--- src/rtl/puf_challenge_driver.sv ---
// puf_challenge_driver: drives LFSR-generated challenges into an arbiter PUF,
// waits for the delay lines to settle, samples the response and hands it off
// over a valid/ready interface.
//
// Optional feature macro: PUF_MAJORITY_VOTE_EN
//   defined   -> SAMPLE lasts VOTES cycles; per-bit majority vote and
//                instability mask are reported.
//   undefined -> SAMPLE lasts one cycle; response is reported as sampled and
//                unstable_mask is always 0 (VOTES only sizes the sample counter).
//
// Ports:
//   clk, rst                 rising-edge clock, synchronous active-high reset
//   req / req_ready          measurement request (ready only in IDLE)
//   seed_load, seed          LFSR seed load (IDLE only, wins over req)
//   tune_in / tune_level     delay tune, captured at request accept
//   challenge1, challenge2   upper / lower halves of the captured challenge
//   start                    PUF evaluate enable (APPLY through last SAMPLE)
//   response                 arbiter outputs from the PUF
//   resp_valid / resp_ready  result handshake
//   resp_data, chal_data     measured response and the challenge used
//   unstable_mask            bits that did not vote unanimously
module puf_challenge_driver #(
    parameter int unsigned      N      = 4,
    parameter int unsigned      SETTLE = 8,
    parameter int unsigned      VOTES  = 5,
    parameter logic [2*N-1:0]   TAPS   = 8'hB8
) (
    input  logic              clk,
    input  logic              rst,
    input  logic              req,
    output logic              req_ready,
    input  logic              seed_load,
    input  logic [2*N-1:0]    seed,
    input  logic [4:0]        tune_in,
    output logic [4:0]        tune_level,
    output logic [N-1:0]      challenge1,
    output logic [N-1:0]      challenge2,
    output logic              start,
    input  logic [2*N-1:0]    response,
    output logic              resp_valid,
    input  logic              resp_ready,
    output logic [2*N-1:0]    resp_data,
    output logic [2*N-1:0]    chal_data,
    output logic [2*N-1:0]    unstable_mask
);

    localparam int unsigned W  = 2 * N;
    localparam int unsigned SW = $clog2(SETTLE + 1);
    localparam int unsigned CW = $clog2(VOTES + 1);
`ifdef PUF_MAJORITY_VOTE_EN
    localparam int unsigned SAMPLES = VOTES;
`else
    localparam int unsigned SAMPLES = 1;
`endif

    typedef enum logic [2:0] {
        ST_IDLE,
        ST_APPLY,
        ST_SETTLE,
        ST_SAMPLE,
        ST_DONE
    } state_t;

    state_t          state_q, state_d;
    logic [W-1:0]    lfsr_q, lfsr_d;
    logic [W-1:0]    chal_q, chal_d;
    logic [4:0]      tune_q, tune_d;
    logic [SW-1:0]   settle_q, settle_d;
    logic [CW-1:0]   samp_q, samp_d;
    logic            start_q, start_d;
    logic            req_ready_q, req_ready_d;
    logic            valid_q, valid_d;
    logic [W-1:0]    resp_q, resp_d;
    logic [W-1:0]    chal_out_q, chal_out_d;
    logic [W-1:0]    unst_q, unst_d;
`ifdef PUF_MAJORITY_VOTE_EN
    logic [CW-1:0]   cnt_q  [W];
    logic [CW-1:0]   cnt_d  [W];
    logic [CW-1:0]   cnt_nx [W];
`endif

    // One Galois LFSR step.
    function automatic logic [W-1:0] lfsr_step(input logic [W-1:0] v);
        return v[0] ? ((v >> 1) ^ TAPS) : (v >> 1);
    endfunction

`ifdef PUF_MAJORITY_VOTE_EN
    // Vote counters including the current SAMPLE cycle; saturate, never wrap.
    always_comb begin
        for (int i = 0; i < W; i++) begin
            cnt_nx[i] = cnt_q[i];
            if (response[i] && (cnt_q[i] != CW'(VOTES))) begin
                cnt_nx[i] = cnt_q[i] + CW'(1);
            end
        end
    end
`endif

    // Next-state and registered-output logic.
    always_comb begin
        state_d     = state_q;
        lfsr_d      = lfsr_q;
        chal_d      = chal_q;
        tune_d      = tune_q;
        settle_d    = settle_q;
        samp_d      = samp_q;
        start_d     = start_q;
        req_ready_d = req_ready_q;
        valid_d     = valid_q;
        resp_d      = resp_q;
        chal_out_d  = chal_out_q;
        unst_d      = unst_q;
`ifdef PUF_MAJORITY_VOTE_EN
        cnt_d       = cnt_q;
`endif
        case (state_q)
            ST_IDLE: begin
                // Seed load has priority; an all-zero seed would lock the LFSR.
                if (seed_load) begin
                    lfsr_d = (seed == '0) ? '1 : seed;
                end else if (req && req_ready_q) begin
                    chal_d      = lfsr_q;
                    tune_d      = tune_in;
                    lfsr_d      = lfsr_step(lfsr_q);
                    start_d     = 1'b1;
                    req_ready_d = 1'b0;
                    state_d     = ST_APPLY;
                end
            end
            ST_APPLY: begin
`ifdef PUF_MAJORITY_VOTE_EN
                for (int i = 0; i < W; i++) begin
                    cnt_d[i] = '0;
                end
`endif
                settle_d = SW'(SETTLE - 1);
                state_d  = ST_SETTLE;
            end
            ST_SETTLE: begin
                if (settle_q == '0) begin
                    samp_d  = '0;
                    state_d = ST_SAMPLE;
                end else begin
                    settle_d = settle_q - SW'(1);
                end
            end
            ST_SAMPLE: begin
`ifdef PUF_MAJORITY_VOTE_EN
                cnt_d = cnt_nx;
`endif
                if (samp_q == CW'(SAMPLES - 1)) begin
`ifdef PUF_MAJORITY_VOTE_EN
                    for (int i = 0; i < W; i++) begin
                        resp_d[i] = (cnt_nx[i] > CW'(VOTES / 2));
                        unst_d[i] = (cnt_nx[i] != '0) && (cnt_nx[i] != CW'(VOTES));
                    end
`else
                    resp_d = response;
                    unst_d = '0;
`endif
                    chal_out_d = chal_q;
                    start_d    = 1'b0;
                    valid_d    = 1'b1;
                    state_d    = ST_DONE;
                end else begin
                    samp_d = samp_q + CW'(1);
                end
            end
            ST_DONE: begin
                if (resp_ready) begin
                    valid_d     = 1'b0;
                    req_ready_d = 1'b1;
                    state_d     = ST_IDLE;
                end
            end
            default: begin
                state_d     = ST_IDLE;
                start_d     = 1'b0;
                valid_d     = 1'b0;
                req_ready_d = 1'b1;
            end
        endcase
    end

    // State and output registers.
    always_ff @(posedge clk) begin
        if (rst) begin
            state_q     <= ST_IDLE;
            lfsr_q      <= '1;
            chal_q      <= '0;
            tune_q      <= '0;
            settle_q    <= '0;
            samp_q      <= '0;
            start_q     <= 1'b0;
            req_ready_q <= 1'b1;
            valid_q     <= 1'b0;
            resp_q      <= '0;
            chal_out_q  <= '0;
            unst_q      <= '0;
`ifdef PUF_MAJORITY_VOTE_EN
            for (int i = 0; i < W; i++) begin
                cnt_q[i] <= '0;
            end
`endif
        end else begin
            state_q     <= state_d;
            lfsr_q      <= lfsr_d;
            chal_q      <= chal_d;
            tune_q      <= tune_d;
            settle_q    <= settle_d;
            samp_q      <= samp_d;
            start_q     <= start_d;
            req_ready_q <= req_ready_d;
            valid_q     <= valid_d;
            resp_q      <= resp_d;
            chal_out_q  <= chal_out_d;
            unst_q      <= unst_d;
`ifdef PUF_MAJORITY_VOTE_EN
            for (int i = 0; i < W; i++) begin
                cnt_q[i] <= cnt_d[i];
            end
`endif
        end
    end

    assign req_ready     = req_ready_q;
    assign tune_level    = tune_q;
    assign challenge1    = chal_q[W-1:N];
    assign challenge2    = chal_q[N-1:0];
    assign start         = start_q;
    assign resp_valid    = valid_q;
    assign resp_data     = resp_q;
    assign chal_data     = chal_out_q;
    assign unstable_mask = unst_q;

endmodule

--- config.mk ---
export PLATFORM = sky130hd
export DESIGN_NAME = puf_challenge_driver
export DESIGN_NICKNAME = d
export VERILOG_FILES = /design/src/rtl/puf_challenge_driver.sv
export SDC_FILE = /design/constraint.sdc
export NUM_CORES = 1
export LEC_CHECK = 0
export ABC_AREA = 1
export BUFFER_PORTS_ARGS = -buffer_cell sky130_fd_sc_hd__buf_2
export CAP_MARGIN = 40
export CORE_MARGIN = 4
export CORE_UTILIZATION = 40
export CTS_CLUSTER_SIZE = 20
export DETAILED_ROUTE_END_ITERATION = 16
export GPL_ROUTABILITY_DRIVEN = 0
export SLEW_MARGIN = 5
export SYNTH_ARGS = -nofsm -noshare
export SYNTH_HDL_FRONTEND = slang
export SYNTH_SLANG_ARGS = --single-unit
export TNS_END_PERCENT = 10
--- constraint.sdc ---
create_clock -name clk -period 1.65 [get_ports clk]
set_input_delay 0.165 -clock clk [delete_from_list [all_inputs] [get_ports clk]]
set_output_delay 0.165 -clock clk [all_outputs]
set_load 0.05 [all_outputs]
==> summary by stage <==
Clock network
The clock-pin slew of the registers on the worst-case setup and hold paths is 0.10 ns. The buffer count from post-CTS setup fixing is 0. The clock reaches the later pin of the worst-skew pair after 0.31 ns.

The clock sink total is 50. The number of gates resized after CTS was 0. TritonCTS built the clock tree.

Clock tree synthesis selected as its root buffer the cell sky130_fd_sc_hd__clkbuf_8. The total number of H-tree levels is 2. TritonCTS created 5 clock buffers. The post-cts hold buffer count is 0. No sink is reached through more buffers than the 2 on the longest clock path.

STA
The final hold violation count is 0. The final setup violation count is 0. The aggregate negative setup slack is 0 ns. The part of the cycle the worst path needs is 86.7%.

After layout, the minimum clock period comes to 1.43 ns. For the pin with the worst max-slew slack, the measured transition is 0.598 ns. Clock skew on the completed layout was measured at 0.00558 ns.

The count of pins over their slew limit came to 0. Setup repair after global routing left no endpoint under its margin. The headroom to the max-slew limit is 60.1%. For this run, the top clock speed supported by timing is 0.699 GHz.

Final layout
The net count of the finished layout is 406. In the final layout, the share of cells above drive strength 1 is 20.4%. Cells fill 48.4% of the core in the end. The antenna diode count is 0. The area added between synthesis and finish is 17.9%. The layout has 580 filler cells.

Synthesis
Ranked by instance count, the synthesized netlist is headed by 64 x sky130_fd_sc_hd__nand2_1, 56 x sky130_fd_sc_hd__nor2_1, 50 x sky130_fd_sc_hd__dfxtp_1. The library cell occupying the most area in the post-synthesis netlist is sky130_fd_sc_hd__dfxtp_1. Among all cell types in the netlist, the one instantiated most often is sky130_fd_sc_hd__nand2_1. In the synthesized netlist the async set-or-reset flop fraction comes to 0%. Synthesis produced a netlist whose cell count is 322. The number of flip-flops and latches in the synthesized netlist is 50. The part of the Yosys area used for sequential elements is 44.2%. The primary flip-flop cell chosen by synthesis mapping is sky130_fd_sc_hd__dfxtp_1.

The synthesized design contains 0 enable-type register cells. Summed over its instances, the top area cell type makes up 44.2% of the synthesized netlist area. Yosys attributes the largest share of cell area to sky130_fd_sc_hd__dfxtp_1 44%, sky130_fd_sc_hd__nand2_1 11%, sky130_fd_sc_hd__nor2_1 9.3%. The number of warnings reported in the yosys synthesis log is 0.

The average footprint of a synthesized cell is 7.03 sq um. The number of distinct library cells after synthesis is 24. The post-synthesis instance area is 2260 sq um.

Global route
The number of global-route vias before repair was 1928. The number of antenna violations at the first check in global routing is 0. The global-route wire length before repair is 8810 microns.

Global routing used 15.1% of the available tracks. Entering global routing, the biggest net connects 27 pins. The sum of overflow across all layers after global routing is 0.

Detailed routing
Summed over all nets, wire length on met2 after detailed routing comes to 2000 microns. The average detailed-routed wire length per instance is 11.1 microns. The total routed wirelength is 5000 microns. For this run, design rule violations remaining after detail routing come to 0. The total length of routed met3 wires is 395 microns. The number of nets still failing antenna checks after routing is 0. The wire length on met1 is 2560 microns. The highest metal layer carrying signal wires in the routed design is met4.

The via count normalized by instance count is 4.64. The number of detailed-route iterations in the first pass is 4. The routed layout has 2088 vias.

The first routing iteration left 133 violations.

Setup path
The startpoint class of the critical path is a register. The arrival time reported for the critical path endpoint is 1.64 ns. Along the worst path, the maximum fanout reaches 19. At the worst endpoint, the required time is 1.86 ns. The critical path capture point type is a register. The startpoint-to-endpoint class of the critical path is reg -> reg.

Die
The effective utilization at floorplan is 41.1%. The die height is 83.2 microns. The core region is 5510 sq um. The die covers 6920 sq um. The horizontal die dimension is 83.2 microns.

The row count is 27. The I/O pin count is 66.

Power and ir drop
In this run the static leakage power is 1.30 nW. Dividing total power by cell area gives a power density of 1700 nW/um^2. The highest ir drop seen on vdd is 0.688 mV.

Place
Detailed placement finished with a half-perimeter wire length of 3670 microns. The number of port buffers is 57.

Worst hold path
The path class of the tightest hold or removal check is in -> reg.

Outcome
The run finished with clean final reports.

Run
The total of max-cap violations is 0.
==> where the power goes <==
part | switching [mW] | internal [mW] | leakage [nW] | total [mW]
Combinational | 1.41 | 0.611 | 0.843 | 2.03
Clock | 0.446 | 0.318 | 0.0506 | 0.763
Sequential | 0.234 | 1.51 | 0.409 | 1.75
Total | 2.09 | 2.44 | 1.30 | 4.54
==> state kept, by name, indices dropped and copies added (netlist names), 3 cells and up <==
name        cells
chal_data       8
chal_q          8
lfsr_q          8
resp_data       8
tune_level      5
settle_q        4
samp_q          3
state_q         3
==> worst paths after layout <==
| check | from | end | slack, ns | cells past startpoint |
|---|---|---|---|---|
| setup reg to reg | state_q[1] | chal_q[2] | 0.22 | 7 |
| setup / recovery | state_q[1] | chal_q[2] | 0.22 | 7 |
| hold reg to reg | tune_level[1] | tune_level[1] | 0.47 | 2 |
| hold / removal | response[2] | resp_data[2] | 0.10 | 3 |
==> metrics by stage <==
| step | std cells | hold WS (ns) | power [mW] | worst slack, ns | instance area [sq um] |
|---|---|---|---|---|---|
| after global placement | 442 | 0.410 | 3.77 | 0.281 | 2570 |
| after detailed placement | 442 | 0.421 | 3.80 | 0.233 | 2570 |
| after floorplan | 329 | 0.261 | 3.43 | 0.0902 | 2290 |
| after global routing | 450 | 0.109 | 4.95 | 0.0433 | 2670 |
| final | 450 | 0.104 | 4.54 | 0.219 | 2670 |
| after CTS | 450 | 0.0926 | 4.59 | 0.230 | 2670 |
==> logic make-up after synthesis <==
family                     synth area share (%)
AOI/OAI and AO/OA                          14.6
xor gates and xnor gates                   1.55
adders and majority gates                  1.66
buffers and inverters                      11.3
DFF                                        44.2
other                                     0.166
and+or+nand+nor                            26.4
==> worst max-delay path, stage by stage, from the launching register on <==
cell                      delay (ns)
sky130_fd_sc_hd__dfxtp_1        0.39
sky130_fd_sc_hd__inv_1          0.10
sky130_fd_sc_hd__nand2_1        0.08
sky130_fd_sc_hd__nor2_4         0.20
sky130_fd_sc_hd__nand2_1        0.10
sky130_fd_sc_hd__buf_4          0.21
sky130_fd_sc_hd__o21ai_0        0.19
sky130_fd_sc_hd__a21oi_1        0.06
==> cell type report <==
cell class	instances	area, sq um	area share [%]
Multi-Input combinational cell	225	1030	38.7
Sequential cell	50	1000	37.5
Timing Repair Buffer	62	323	12.1
Inverter	33	124	4.65
Tap cell	72	90.1	3.38
Clock buffer	5	68.8	2.58
Clock inverter	3	28.8	1.08
==> placed cells by master, fill, tap and decap left out, types with 2 or more instances in the layout <==
master                     Yosys  layout
sky130_fd_sc_hd__a21oi_1      39      39
sky130_fd_sc_hd__buf_2         4      57
sky130_fd_sc_hd__buf_4         9       5
sky130_fd_sc_hd__clkbuf_8      0       5
sky130_fd_sc_hd__conb_1        1       8
sky130_fd_sc_hd__dfxtp_1      50      50
sky130_fd_sc_hd__ha_1          3       3
sky130_fd_sc_hd__inv_1        32      32
sky130_fd_sc_hd__nand2_1      64      64
sky130_fd_sc_hd__nand3_1      17      17
sky130_fd_sc_hd__nand4_1       2       2
sky130_fd_sc_hd__nor2_1       56      56
sky130_fd_sc_hd__nor2_4        2       2
sky130_fd_sc_hd__o21ai_0      22      22
sky130_fd_sc_hd__o21ai_1       2       2
sky130_fd_sc_hd__xnor2_1       4       4
==> routing by layer <==
metal,GRT usage (%),vias to the layer above
met2,23.3,69
met1,20.5,904
li1,-,1110
met5,0,-
met3,4.96,5
met4,3.57,0
Note: power is estimated with default switching activity, not from simulation.
